`src/rtl/bit_pack_pkg.sv`:
```
// Shared types and helpers for the bit field packer.
//   state_e    : packer FSM state (run / drain after a frame-closing field)
//   acc_width  : accumulator width, one full output word plus one widest field
//   lsb_mask   : mask with the low 'len' bits set (fields up to MASK_MAX_W bits)
package bit_pack_pkg;

    localparam int unsigned MASK_MAX_W = 64;

    typedef enum logic [0:0] {
        StRun   = 1'b0,
        StDrain = 1'b1
    } state_e;

    function automatic int unsigned acc_width(input int unsigned in_w, input int unsigned out_w);
        return in_w + out_w;
    endfunction

    function automatic logic [MASK_MAX_W-1:0] lsb_mask(input int unsigned len);
        logic [MASK_MAX_W-1:0] ones;
        ones = '1;
        if (len >= MASK_MAX_W) begin
            return ones;
        end
        return ~(ones << len);
    endfunction

endpackage

```
`src/rtl/field_mask.sv`:
```
// Clamps a field length to IN_W and clears all data bits above that length.
// Purely combinational.
//   data_i : raw field, right-aligned
//   len_i  : requested length, may exceed IN_W
//   data_o : field with bits at and above len_o forced to zero
//   len_o  : length clamped to IN_W
module field_mask
    import bit_pack_pkg::*;
#(
    parameter int unsigned IN_W  = 8,
    parameter int unsigned LEN_W = $clog2(IN_W + 1)
) (
    input  logic [IN_W-1:0]  data_i,
    input  logic [LEN_W-1:0] len_i,
    output logic [IN_W-1:0]  data_o,
    output logic [LEN_W-1:0] len_o
);

    always_comb begin
        len_o  = (len_i > LEN_W'(IN_W)) ? LEN_W'(IN_W) : len_i;
        data_o = IN_W'(MASK_MAX_W'(data_i) & lsb_mask(32'(len_o)));
    end

endmodule

```
`src/rtl/bit_field_packer.sv`:
```
// Streaming bit field packer. Variable-length fields (0..IN_W LSBs of in_data_i)
// are concatenated MSB-first and emitted as OUT_W-bit words. A field flagged
// in_last_i closes the frame; the remainder goes out left-aligned and zero-padded
// with out_last_o set and out_bits_o giving the number of meaningful MSBs.
//   clk_i, rst_i                       : clock, synchronous active-high reset
//   in_valid_i/in_ready_o              : field handshake
//   in_data_i, in_len_i, in_last_i     : field bits, length, end of frame
//   out_valid_o/out_ready_i            : word handshake
//   out_data_o, out_last_o, out_bits_o : word, end of frame, valid MSB count
module bit_field_packer
    import bit_pack_pkg::*;
#(
    parameter int unsigned IN_W   = 8,
    parameter int unsigned OUT_W  = 8,
    localparam int unsigned LEN_W  = $clog2(IN_W + 1),
    localparam int unsigned BITS_W = $clog2(OUT_W + 1)
) (
    input  logic              clk_i,
    input  logic              rst_i,
    input  logic              in_valid_i,
    output logic              in_ready_o,
    input  logic [IN_W-1:0]   in_data_i,
    input  logic [LEN_W-1:0]  in_len_i,
    input  logic              in_last_i,
    output logic              out_valid_o,
    input  logic              out_ready_i,
    output logic [OUT_W-1:0]  out_data_o,
    output logic              out_last_o,
    output logic [BITS_W-1:0] out_bits_o
);

    localparam int unsigned ACC_W = acc_width(IN_W, OUT_W);
    localparam int unsigned CNT_W = $clog2(ACC_W + 1);
    localparam logic [CNT_W-1:0] OutWCnt = CNT_W'(OUT_W);

    state_e             state_q, state_d;
    logic [ACC_W-1:0]   acc_q, acc_d;
    logic [CNT_W-1:0]   cnt_q, cnt_d;
    logic               out_valid_q, out_valid_d;
    logic [OUT_W-1:0]   out_data_q, out_data_d;
    logic               out_last_q, out_last_d;
    logic [BITS_W-1:0]  out_bits_q, out_bits_d;

    logic [IN_W-1:0]    fld_data;
    logic [LEN_W-1:0]   fld_len;
    logic               accept;
    logic               slot_free;
    logic               word_avail;

    field_mask #(
        .IN_W  (IN_W),
        .LEN_W (LEN_W)
    ) u_field_mask (
        .data_i (in_data_i),
        .len_i  (in_len_i),
        .data_o (fld_data),
        .len_o  (fld_len)
    );

    // Intake stops once a full word is buffered, so accept and emit never coincide.
    assign in_ready_o = !rst_i && (state_q == StRun) && (cnt_q < OutWCnt);

    always_comb begin
        accept     = in_valid_i && in_ready_o;
        slot_free  = !out_valid_q || out_ready_i;
        word_avail = (state_q == StDrain) || (cnt_q >= OutWCnt);

        state_d     = state_q;
        acc_d       = acc_q;
        cnt_d       = cnt_q;
        out_valid_d = out_valid_q;
        out_data_d  = out_data_q;
        out_last_d  = out_last_q;
        out_bits_d  = out_bits_q;

        if (out_valid_q && out_ready_i) begin
            out_valid_d = 1'b0;
        end

        if (accept) begin
            acc_d = (acc_q << fld_len) | ACC_W'(fld_data);
            cnt_d = cnt_q + CNT_W'(fld_len);
            if (in_last_i) begin
                state_d = StDrain;
            end
        end else if (slot_free && word_avail) begin
            out_valid_d = 1'b1;
            if ((state_q == StRun) || (cnt_q > OutWCnt)) begin
                // Oldest OUT_W buffered bits sit just below bit cnt_q.
                out_data_d = OUT_W'(acc_q >> (cnt_q - OutWCnt));
                out_last_d = 1'b0;
                out_bits_d = BITS_W'(OUT_W);
                cnt_d      = cnt_q - OutWCnt;
            end else begin
                // Tail of frame: left-align the last cnt_q bits, zero fill below.
                out_data_d = acc_q[OUT_W-1:0] << (OutWCnt - cnt_q);
                out_last_d = 1'b1;
                out_bits_d = BITS_W'(cnt_q);
                cnt_d      = '0;
                state_d    = StRun;
            end
        end
    end

    always_ff @(posedge clk_i) begin
        if (rst_i) begin
            state_q     <= StRun;
            acc_q       <= '0;
            cnt_q       <= '0;
            out_valid_q <= 1'b0;
            out_data_q  <= '0;
            out_last_q  <= 1'b0;
            out_bits_q  <= '0;
        end else begin
            state_q     <= state_d;
            acc_q       <= acc_d;
            cnt_q       <= cnt_d;
            out_valid_q <= out_valid_d;
            out_data_q  <= out_data_d;
            out_last_q  <= out_last_d;
            out_bits_q  <= out_bits_d;
        end
    end

    assign out_valid_o = out_valid_q;
    assign out_data_o  = out_data_q;
    assign out_last_o  = out_last_q;
    assign out_bits_o  = out_bits_q;

endmodule
```
`config.mk`:
```
export PLATFORM = sky130hd
export DESIGN_NAME = bit_field_packer
export DESIGN_NICKNAME = d
export VERILOG_FILES = /design/src/rtl/bit_pack_pkg.sv /design/src/rtl/field_mask.sv /design/src/rtl/bit_field_packer.sv
export SDC_FILE = /design/constraint.sdc
export NUM_CORES = 1
export LEC_CHECK = 0
export BUFFER_PORTS_ARGS = -buffer_cell sky130_fd_sc_hd__buf_2
export CAP_MARGIN = 5
export CORE_MARGIN = 8
export CORE_UTILIZATION = 57
export DETAILED_ROUTE_END_ITERATION = 10
export GPL_ROUTABILITY_DRIVEN = 0
export PLACE_DENSITY = 0.77
export SETUP_SLACK_MARGIN = 0.15
export SLEW_MARGIN = 20
export SYNTH_ARGS = -nofsm -noshare
export SYNTH_HDL_FRONTEND = slang
export SYNTH_SLANG_ARGS = --single-unit
```
`constraint.sdc`:
```
create_clock -name clk_i -period 4.6 [get_ports clk_i]
set_input_delay 0.69 -clock clk_i [delete_from_list [all_inputs] [get_ports clk_i]]
set_output_delay 0.69 -clock clk_i [all_outputs]
set_load 0.01 [all_outputs]
```
Yosys cells after proc, flatten, opt, wreduce, memory -nomap -nowiden
Index checks and enable logic that the tools add are counted.
- reduce and logical (&&, ||, !) cells: 13
- add/sub/neg operators: 3
- bitwise gates (word level): 5
- equality and inequality tests: 2
- magnitude comparators: 4
- shifts and indexed selects: 4
- mux-type cells: 14
- operators by type and width (operator ; number):
    64-bit by 4-bit << shifter with 8-bit output (first input constant) ; 1
    16-bit by 8-bit bitwise OR with 16-bit output ; 1
    16-bit by 4-bit << shifter with 16-bit output ; 1
    16-bit by 5-bit right shift with 8-bit output ; 1
    5-bit 2-to-1 mux ; 3
    8-bit AND ; 1
    1-bit 2-to-1 mux ; 8
    4-bit 2-to-1 mux ; 2
    8-bit 2-to-1 mux ; 1
    8-bit NOT ; 1
    8-bit by 5-bit << shifter with 8-bit output ; 1
    5-bit by 4-bit adder with 5-bit output ; 1
    5-bit by 4-bit greater-or-equal comparator with 1-bit output (second input constant) ; 1
    5-bit by 4-bit > comparator with 1-bit output (second input constant) ; 1
    1-bit logical AND ; 5
    5-bit by 4-bit < comparator with 1-bit output (second input constant) ; 1
    4-bit by 5-bit subtractor with 5-bit output (first input constant) ; 1
    5-bit by 4-bit subtractor with 5-bit output (second input constant) ; 1
    4-bit > comparator (second input constant) ; 1
    2-bit != test (second input constant) ; 2
    1-bit logical OR ; 3
    3-bit AND reduction ; 1
    1-bit zero test ; 2
    1-bit NOT ; 2
    2 further kinds ; 2
- bits in registers: 36
- input port bits: 17
- word-level logic and storage cells: 52
- output and inout port bits: 15

Longest topological paths before layout
Gate-level depths: netlist of run 1.
- depth in word-level cells: 6
- gate-level depth with buffers: 11
- gate-level depth less buffers: 8

By module
A second synthesis of run 1 with hierarchy kept.
- cell total of the unflattened synthesis: 403
- area total of the unflattened synthesis: 3363.2 µm²
- modules (own cells, without submodules) (module ; area each (µm²) ; instances ; seq. area each (µm²) ; cells an instance):
    bit_field_packer ; 3234.4 ; 1 ; 720.7 ; 383
    field_mask ; 128.9 ; 1 ; 0.0 ; 20

Least setup slack after synthesis of run 1
OpenSTA, ideal clock, no wires.
- kind: input port to flip-flop
- start point: input port in_len_i[3]
- end point: register cnt_q[4]
- path slack: 2.167 ns
- required time: 4.468 ns
- arrival time: 2.301 ns
- buffers on the path: 2
- setup time: 0.132 ns
- cell stages on the path: 10
- path through: buf_2 nand2b_1 buf_4 inv_1 fa_1 a21o_1 a21oi_1 nor3_1 nor2_1 a21oi_1
- cells in the longest elaborated chain, start to end: 4
- RTL lines (what ; line ; RTL):
    from (decl) ; bit_field_packer.sv:23 ; input logic [LEN_W-1:0] in_len_i,
    4-bit > comparator ; field_mask.sv:20 ; len_o = (len_i > LEN_W'(IN_W)) ? LEN_W'(IN_W) : len_i;
    4-bit 2-to-1 mux (*) ; field_mask.sv:20 ;
    5-bit by 4-bit adder with 5-bit output (*) ; bit_field_packer.sv:82 ; cnt_d = cnt_q + CNT_W'(fld_len);
    5-bit 2-to-1 mux (*) ; bit_field_packer.sv:80 ; if (accept) begin
    to (signal assigned) ; bit_field_packer.sv:117 ; cnt_q <= cnt_d;
    to (decl) ; bit_field_packer.sv:38 ; logic [CNT_W-1:0] cnt_q, cnt_d;
Mark *: on every way between the ends. The rest lies on a longest branch, timed or not.
A chain may end at the register's enable or synchronous reset.

Worst setup path in the final report of run 1
- start point: register cnt_q[3]
- end point: register out_data_q[6], in the netlist out_data_o[6]
- cells in the longest elaborated chain, start to end: 5
- RTL lines (what ; line ; RTL):
    branches (longest 5 deep; another with 5-bit by 4-bit subtractor with 5-bit output) ; -- ;
    to (signal assigned) ; bit_field_packer.sv:119 ; out_data_q <= out_data_d;
    to (decl) ; bit_field_packer.sv:40 ; logic [OUT_W-1:0] out_data_q, out_data_d;
Parallel ways; which one is timed is not known.

==> out/summary.json, run 1 <==
{
  "sta": {
    "finalSetupViolations": 0,
    "finalHoldViolations": 0,
    "whs_ns": 0.4616,
    "worst_clock_skew_ns": 0.008268,
    "maxSlewHeadroom": 0.4852,
    "period_needed_ns": 3.014,
    "slew_viol_final": 0,
    "finalSetupTns_ns": 0,
    "fmax_mhz": 331.8,
    "grt_setup_unrepaired": "false",
    "period_share": 0.6552,
    "worst_pin_slew_ns": 0.7711
  },
  "floorplanning": {
    "ios": 32,
    "die-width_um": 90.60,
    "placeableCoreArea_sq_um": 5439,
    "std_cell_rows": 27,
    "fp.dieArea_sq_um": 8207,
    "start_util": 0.5832,
    "floorplan.die.height_um": 90.60
  },
  "clock_network": {
    "cts-buffers-inserted": 5,
    "cts_sinks": 36,
    "clk_transition_reported_paths_ns": 0.08,
    "cts_tree": "built",
    "clock_tree.htree_level_count": 2,
    "post_cts_hold_buffer_count": 0,
    "post_cts_resized": 0,
    "clk-insertion-delay-late_ns": 0.29,
    "cts-root-buf": "clkbuf_8",
    "clock_path_buffers": 2,
    "cts_setup_buffers": 0
  },
  "critical_path": {
    "critPathMaxStageDelay_ns": 0.80,
    "worstSetupStartpoint": "cnt_q[3]",
    "crit_fanout": 22,
    "critPathRequiredTime_ns": 4.80,
    "series_of_cell_instances_along_the_critical_path": "inv_1, ha_1, nor3b_1, and2_1, buf_4, nor2_1, nor2_1, a311oi_1",
    "critical_path.startpoint_type": "flop",
    "reg2reg_start": "cnt_q[3]",
    "timing.setup.critical_path_class": "reg -> reg",
    "critical_path.slowest_cell": "dfxtp_1",
    "critical-path-top-cell-by-count": "nor2_1",
    "setup.worst_path.end_class": "flop",
    "cp.arrival_ns": 3.22
  },
  "synth": {
    "synth.cell_area_sq_um": 3172,
    "synth-async-reset-ratio": 0,
    "post-synth-top-count-cell": "nor2_1",
    "yosysSeqAreaShare": 0.2272,
    "postSynth.topFlopCell": "dfxtp_1",
    "synthesis.area_per_instance_sq_um": 8.112,
    "count_of_state_elements_after_synthesis": 36,
    "synth.net_count": 416,
    "post_synth_most_frequent_cells": "53 x nor2_1, 45 x mux2i_1, 36 x dfxtp_1",
    "synth-edff-count": 0,
    "synthCells": 391,
    "ys_types": 58,
    "synth.largest_area_cell": "dfxtp_1",
    "post-synth-top-area-fraction": 0.2272,
    "synth_area_leaders": "dfxtp_1 23%, mux2i_1 14%, nor2_1 6.3%",
    "synthesis.yosys.warnings": 0
  },
  "global_routing": {
    "globalRoute.totalOverflow": 0,
    "grt_pass1_wl_mm": 14.12,
    "grt_max_degree": 34,
    "grt_antenna_before_repair": 0,
    "number_of_global_route_vias_before_repair": 2834,
    "grt_util_all_layers": 0.2032
  },
  "power_and_ir_drop": {
    "fin_total_pwr_w": 0.001410,
    "net-switching-power_w": 0.0005807,
    "pwr-share-clk": 0.220,
    "max-vdd-ir-drop_mv": 0.2637,
    "power_density_nw_per_um2": 415.4,
    "pwr-share-seq": 0.338,
    "total_leakage_power_nw": 1.265,
    "power_switching_share": 0.4119,
    "power_frac_comb": 0.442,
    "power_report.internal_total_w": 0.0008292
  },
  "place": {
    "dpl.hpwl_mm": 6.077,
    "port_buffers": 31
  },
  "finish": {
    "num-fill-cells": 484,
    "multi_input_comb_area_sq_um": 2216,
    "num_antenna_cells": 0,
    "design.final.nets": 422,
    "area.sequential_sq_um": 720.7,
    "drive_above_1_share": 0.1608,
    "synthesis_to_layout_area_growth_pct": 7.022
  },
  "detailed_routing": {
    "drtAntennaViolNets": 0,
    "detail_route.wirelength_mm": 8.500,
    "drc_errors": 0,
    "drt_iter0_markers": 418,
    "drt-pass1-iter-count": 5,
    "detailroute.via_count": 3080,
    "route.detailed.vias_per_inst": 6.553,
    "drt-wirelength-per-cell_um": 18.09
  },
  "min_path": {
    "min-delay-start": "out_last_o",
    "hold_class": "reg -> reg"
  },
  "run": {
    "cap_violations": 0
  },
  "outcome": {
    "run_status": "finished, final reports clean"
  }
}
==> logic make-up after synthesis <==
logic type	share of synthesized area
muxes	0.2249
and+or+nand+nor	0.2024
buffers and inverters	0.07416
xor gates and xnor gates	0.008286
DFF	0.2272
adders and majority gates	0.03392
AOI/OAI and AO/OA	0.2292
==> routing by layer <==
metal	GRT usage	vias up	routed length, um
li1	-	1463	-
met1	0.2737	1439	3730
met2	0.3185	159	3965
met3	0.03990	19	696
met4	0.05687	0	108
met5	0	-	0
==> worst paths after layout <==
check                                      to  slack, ns  cells past startpoint
worst max register to register  out_data_o[6]       1.59                      8
worst min register to register     out_last_o       0.46                      2
worst min-delay path               out_last_o       0.46                      2
worst max-delay path            out_data_o[6]       1.59                      8
==> final cells by class <==
cell class,instances,share of cell area
multi-input cells,306,0.6528
flip-flops and latches,36,0.2123
repair buffers,37,0.05898
clock buffers,7,0.02838
well taps,72,0.02654
inverters,11,0.01216
clock inverters,1,0.008846
==> metrics by stage <==
step | util | cell area, sq um | instances | setup WS (ns)
finish | 0.6241 | 3395 | 470 | 1.586
global route | 0.6241 | 3395 | 470 | 1.299
CTS | 0.6241 | 3395 | 470 | 1.602
detailed placement | 0.6009 | 3268 | 462 | 1.591
global placement | 0.6009 | 3268 | 462 | 1.571
floorplan | - | 3172 | 391 | 2.167
==> placed cells by master (no fill, tap or decap), types with 2 or more instances in the layout <==
cell / n
inv_1: 11
o211ai_1: 5
xor2_1: 3
nor3b_1: 2
a221oi_1: 3
a211o_1: 2
nand3_1: 9
a21o_1: 3
ha_1: 7
dfxtp_1: 36
o21ai_0: 15
a2111oi_0: 4
and2_1: 2
nor3_1: 16
mux2_2: 9
nor2_1: 53
o21ai_1: 2
nand2b_1: 8
or3_1: 8
clkbuf_8: 7
o22ai_1: 2
a221o_1: 2
mux2i_1: 45
nand3b_1: 4
a211oi_1: 19
nand2_1: 18
nor2b_1: 8
a211oi_2: 2
buf_4: 6
mux4_2: 6
a22oi_1: 6
buf_2: 31
a21oi_1: 17
a311oi_1: 6
==> critical path: cells and delay by family (launching register included) <==
kind / cells / cell delay (ns)
AOI/OAI and AO/OA: 1 / 0.27
adders and majority gates: 1 / 0.36
buffers and inverters: 2 / 0.51
DFF: 1 / 0.80
and+or+nand+nor: 4 / 0.98
==> state kept, by name, summed over array words and instances, names as in the netlist <==
signal,flops
acc_q,16
cnt_q,5
out_bits_o,4
out_data_o,8
out_last_o,1
out_valid_o,1
state_q,1
==> power by group through the flow <==
| stage | Combinational [W] | Clock [W] | Sequential (W) |
|---|---|---|---|
| finish | 0.000623 | 0.000311 | 0.000476 |
| global route | 0.000686 | 0.000329 | 0.000488 |
| floorplan | 0.000493 | 0 | 0.000443 |
| detailed placement | 0.000613 | 0 | 0.000481 |
| global placement | 0.000606 | 0 | 0.000477 |
| CTS | 0.000618 | 0.000313 | 0.000473 |
(Power assumes the default switching activity.)
==> run 2: changes to the inputs <==
clock period = 3.1 ns   (was 4.6 ns; I/O delays follow)
==> out/summary.json, run 2 (synthesis gave the netlist of run 1 again) <==
{
  "clock_network": {
    "post_cts_hold_buffer_count": 0,
    "cts_setup_buffers": 0,
    "clk-insertion-delay-late_ns": 0.29,
    "clk_transition_reported_paths_ns": 0.08,
    "cts_sinks": 36,
    "cts-buffers-inserted": 5,
    "cts-root-buf": "clkbuf_8",
    "clock_path_buffers": 2,
    "cts_tree": "built",
    "clock_tree.htree_level_count": 2,
    "post_cts_resized": 0
  },
  "global_routing": {
    "grt_util_met2": 0.3423,
    "met1_usage": 0.2707,
    "grt_max_degree": 34,
    "grt_antenna_before_repair": 0,
    "gr-max-usage-layer": "met2",
    "grt_pass1_wl_mm": 14.32,
    "number_of_global_route_vias_before_repair": 2910,
    "grt_util_all_layers": 0.2064,
    "globalRoute.totalOverflow": 0,
    "grtUsageMet3": 0.02909
  },
  "finish": {
    "area.sequential_sq_um": 720.7,
    "largest_reg_flops": 16,
    "synthesis_to_layout_area_growth_pct": 6.667,
    "multi_input_comb_area_sq_um": 2216,
    "mostFrequentLayoutCell": "nor2_1",
    "num_antenna_cells": 0,
    "num-fill-cells": 507,
    "design.final.nets": 425,
    "layout.cell_area.non_filler_sq_um": 3383,
    "largest_register": "acc_q",
    "drive_above_1_share": 0.1671,
    "most-common-layout-cells": "53 x nor2_1, 45 x mux2i_1, 36 x dfxtp_1"
  },
  "detailed_routing": {
    "drt_iter0_markers": 282,
    "detail_route.wirelength_mm": 8.662,
    "drt-pass1-iter-count": 5,
    "detailroute.via_count": 3097,
    "drc_errors": 0,
    "drtAntennaViolNets": 0,
    "route.detailed.vias_per_inst": 6.548,
    "drt-wirelength-per-cell_um": 18.31
  },
  "sta": {
    "grt_setup_unrepaired": "false",
    "maxSlewHeadroom": 0.5304,
    "slew_viol_final": 0,
    "period_needed_ns": 2.303,
    "worst_clock_skew_ns": 0.009157,
    "fmax_mhz": 434.2,
    "finalSetupViolations": 0,
    "finalHoldViolations": 0,
    "finalSetupTns_ns": 0,
    "worst_pin_slew_ns": 0.7017,
    "period_share": 0.7429
  },
  "place": {
    "port_buffers": 31,
    "placed_area_sq_um": 3291,
    "dpl.hpwl_mm": 6.233
  },
  "floorplanning": {
    "std_cell_rows": 27,
    "die-width_um": 90.60,
    "fp.dieArea_sq_um": 8207,
    "floorplan.die.height_um": 90.60,
    "placeableCoreArea_sq_um": 5439,
    "start_util": 0.5832,
    "ios": 32
  },
  "critical_path": {
    "cp.arrival_ns": 2.48,
    "crit_fanout": 20,
    "timing.setup.critical_path_class": "reg -> reg",
    "setup.worst_path.end_class": "flop",
    "critPathRequiredTime_ns": 3.28,
    "critical_path.startpoint_type": "flop",
    "series_of_cell_instances_along_the_critical_path": "inv_1, ha_1, nand4bb_1, buf_4, a21oi_1, nand2_1, a211oi_1, nor3_1",
    "critPathMaxStageDelay_ns": 0.49,
    "critical_path.slowest_cell": "a21oi_1"
  },
  "power_and_ir_drop": {
    "total_leakage_power_nw": 1.266,
    "power_density_nw_per_um2": 596.7,
    "max-vdd-ir-drop_mv": 0.4471
  },
  "run": {
    "cap_violations": 0
  },
  "min_path": {
    "hold_class": "in -> reg"
  },
  "outcome": {
    "run_status": "finished, final reports clean"
  }
}
## run 2: cell types whose count changed in the layout (fill, tap and decap cells not counted), sizes merged
cell / previous run / this run
clkbuf: 7 / 6
clkinv: 0 / 2
buf: 37 / 40
bufinv: 1 / 0
## run 2: final cells by class
type | count | share of cell area
multi-input cells | 306 | 0.6550
flip-flops and latches | 36 | 0.2130
repair buffers | 40 | 0.06583
well taps | 72 | 0.02663
clock buffers | 6 | 0.02441
inverters | 11 | 0.01220
clock inverters | 2 | 0.002959
## run 2: final timing paths
check / from / cells past startpoint / slack (ns) / endpoint
setup / recovery: cnt_q[3] / 8 / 0.80 / acc_q[14]
hold / removal: in_data_i[0] / 3 / 0.39 / acc_q[0]
setup reg to reg: cnt_q[3] / 8 / 0.80 / acc_q[14]
hold reg to reg: out_last_o / 2 / 0.46 / out_last_o
## run 2: routing by layer
layer | vias up | routed length, um
met5 | - | 0
met4 | 0 | 136
met3 | 15 | 524
met2 | 135 | 4209
met1 | 1480 | 3793
li1 | 1467 | -
## run 2: report_power, final
part | total [W] | switching, W | internal, W
clock | 0.000360 | 0.000183 | 0.000178
combinational | 0.000983 | 0.000593 | 0.000390
sequential | 0.000676 | 0.000112 | 0.000564
## run 2: critical path, delay by kind of cell (launching register included)
family / cells / cell delay [ns]
adder cells (fa/ha/maj): 1 / 0.32
flip-flops: 1 / 0.32
buffers and inverters: 2 / 0.44
AO/OA/AOI/OAI: 2 / 0.70
AND/OR/NAND/NOR: 3 / 0.40
## run 2: stage by stage
stage          hold slack (ns)  utilization  power, W  instances  setup WS [ns]
2_1_floorplan           0.4805            -  0.001389        391         0.8130
3_3_place_gp            0.4424       0.6050  0.001614        465         0.8497
3_5_place_dp            0.4477       0.6050  0.001651        465         0.7717
4_1_cts                 0.3952       0.6220  0.002010        473         0.8361
5_1_grt                 0.4057       0.6220  0.002154        473         0.5945
6_report                0.3934       0.6220  0.002019        473         0.7970
==> run 3: changes to the inputs <==
ABC_AREA = 1   (was not set)
CORE_UTILIZATION = 54   (was 57)
clock period = 1.9 ns   (was 3.1 ns; I/O delays follow)
==> out/summary.json, run 3 <==
{
  "synth": {
    "synth_area_leaders": "nand2_1 24%, dfxtp_1 23%, nand3_1 14%",
    "synth.largest_area_cell": "nand2_1",
    "synthesis.yosys.warnings": 0,
    "synth.net_count": 580,
    "ys_types": 34,
    "postSynth.topFlopCell": "dfxtp_1",
    "post-synth-top-area-fraction": 0.2360,
    "post-synth-top-count-cell": "nand2_1",
    "synthCells": 555,
    "synth.cell_area_sq_um": 3166,
    "synthesis.area_per_instance_sq_um": 5.704,
    "post_synth_most_frequent_cells": "199 x nand2_1, 89 x nand3_1, 40 x inv_1, 40 x o21ai_0",
    "synth-async-reset-ratio": 0,
    "count_of_state_elements_after_synthesis": 36,
    "yosysSeqAreaShare": 0.2277,
    "synth-edff-count": 0
  },
  "critical_path": {
    "crit_fanout": 3,
    "setup.worst_path.end_class": "output port",
    "reg2reg_start": "cnt_q[4]",
    "critPathRequiredTime_ns": 1.62,
    "cp.arrival_ns": 1.40,
    "timing.setup.critical_path_class": "reg -> out",
    "critical_path.startpoint_type": "flop",
    "worstSetupStartpoint": "cnt_q[4]",
    "rrSetupSlack_ns": 0.21
  },
  "clock_network": {
    "clk_transition_reported_paths_ns": 0.07,
    "post_cts_hold_buffer_count": 0,
    "cts_sinks": 36,
    "cts_tree": "built",
    "clock_tree.htree_level_count": 2,
    "clk-insertion-delay-late_ns": 0.29,
    "clock_path_buffers": 2,
    "cts-buffers-inserted": 5,
    "cts-root-buf": "clkbuf_8"
  },
  "detailed_routing": {
    "drt-pass1-iter-count": 7,
    "detail_route.wirelength_mm": 9.663,
    "drt-wirelength-per-cell_um": 14.21,
    "drtAntennaViolNets": 0,
    "route.detailed.vias_per_inst": 5.631,
    "detailroute.via_count": 3829,
    "drc_errors": 0,
    "drt_iter0_markers": 448
  },
  "power_and_ir_drop": {
    "max-vdd-ir-drop_mv": 0.6882,
    "fin_total_pwr_w": 0.003959,
    "total_leakage_power_nw": 1.890,
    "power_density_nw_per_um2": 1055
  },
  "floorplanning": {
    "floorplan.die.height_um": 92.57,
    "die-width_um": 92.57,
    "std_cell_rows": 28,
    "placeableCoreArea_sq_um": 5781,
    "ios": 32,
    "start_util": 0.5476,
    "fp.dieArea_sq_um": 8568
  },
  "place": {
    "dpl.hpwl_mm": 6.841,
    "port_buffers": 31
  },
  "sta": {
    "period_needed_ns": 1.689,
    "finalSetupTns_ns": 0,
    "finalSetupViolations": 0,
    "fmax_mhz": 592.0,
    "maxSlewHeadroom": 0.5969,
    "grt_setup_unrepaired": "true",
    "finalHoldViolations": 0,
    "period_share": 0.8891,
    "worst_clock_skew_ns": 0.006831,
    "worst_pin_slew_ns": 0.5983,
    "slew_viol_final": 0
  },
  "global_routing": {
    "number_of_global_route_vias_before_repair": 3467,
    "grt_pass1_wl_mm": 15.83,
    "grt_util_all_layers": 0.2209,
    "globalRoute.totalOverflow": 0,
    "grt_antenna_before_repair": 0,
    "grt_max_degree": 22
  },
  "finish": {
    "most-common-layout-cells": "196 x nand2_1, 89 x nand3_1, 40 x o21ai_0",
    "num_antenna_cells": 0,
    "largest_register": "acc_q",
    "synthesis_to_layout_area_growth_pct": 18.58,
    "drive_above_1_share": 0.1917,
    "largest_reg_flops": 16,
    "num-fill-cells": 549,
    "mostFrequentLayoutCell": "nand2_1",
    "design.final.nets": 630
  },
  "run": {
    "cap_violations": 0
  },
  "min_path": {
    "min-delay-start": "in_last_i",
    "hold_class": "in -> reg"
  },
  "outcome": {
    "run_status": "finished, final reports clean"
  }
}
## run 3: cell count changes after synthesis, sizes merged, moves of 15 or more
cell and change:
inv +38, mux2i -45, nor3 -15, nand2 +187, nand3 +80, o21ai +29
a21oi +23, clkbuf -20, a211oi -21
## run 3: cell families (layout without fill, tap and decap cells)
| group | after synthesis | in the layout | synth area share |
|---|---|---|---|
| fa+ha+maj | 8 | 8 | 0.03399 |
| compound gates | 94 | 94 | 0.1593 |
| simple gates | 342 | 342 | 0.4632 |
| flops | 36 | 36 | 0.2277 |
| xor+xnor | 1 | 1 | 0.005140 |
| buf+inv | 74 | 124 | 0.1107 |
## run 3: routing by layer
metal  GRT usage  vias to the layer above  wire length (um)
li1            -                     1917                 -
met2      0.3707                      189              4641
met1      0.2841                     1699              4147
met3     0.03560                       24               656
met4     0.06309                        0               217
met5           0                        -                 0
## run 3: critical path, stage by stage (launching register included)
cell     delay (ns)
dfxtp_2        0.34
inv_2          0.07
ha_2           0.17
inv_2          0.06
nor3_4         0.22
buf_4          0.14
buf_2          0.13
## run 3: area by class of cell
| type | count | area [sq um] | area share |
|---|---|---|---|
| Clock buffer | 6 | 72.57 | 0.01933 |
| Clock inverter | 1 | 5.005 | 0.001333 |
| Inverter | 51 | 211.5 | 0.05633 |
| Multi-Input combinational cell | 445 | 2170 | 0.5780 |
| Sequential cell | 36 | 728.2 | 0.1940 |
| Tap cell | 75 | 93.84 | 0.02500 |
| Timing Repair Buffer | 66 | 473.0 | 0.1260 |
## run 3: through the flow
stage | cell area (sq um) | hold slack (ns) | std cells | worst slack, ns | util
2_1_floorplan | 3181 | 0.4459 | 555 | 0.1446 | -
3_3_place_gp | 3475 | 0.4535 | 663 | 0.08116 | 0.6011
3_5_place_dp | 3475 | 0.4558 | 663 | 0.04278 | 0.6011
4_1_cts | 3567 | 0.2477 | 672 | 0.1602 | 0.6171
5_1_grt | 3754 | 0.2520 | 680 | 0.09268 | 0.6494
6_report | 3754 | 0.2507 | 680 | 0.2107 | 0.6494
## run 3: timing repair
item	CTS	global route
setup endpoints to repair	1	21
endpoints found under the hold margin	0	0
pin swaps	1	5
gates cloned	0	1
setup buffers	2	7
gates resized for setup	0	28
## run 3: power breakdown
| group | internal, W | switching [W] | total (W) |
|---|---|---|---|
| clock | 0.000249 | 0.000277 | 0.000526 |
| sequential | 0.000945 | 0.000150 | 0.00110 |
| combinational | 0.000866 | 0.00147 | 0.00234 |
## run 3: path summary, 6_finish.rpt
kind,cells after the start,to
max,6,in_ready_o
min,3,state_q
max reg2reg,10,acc_q[6]
min reg2reg,2,out_bits_o[1]
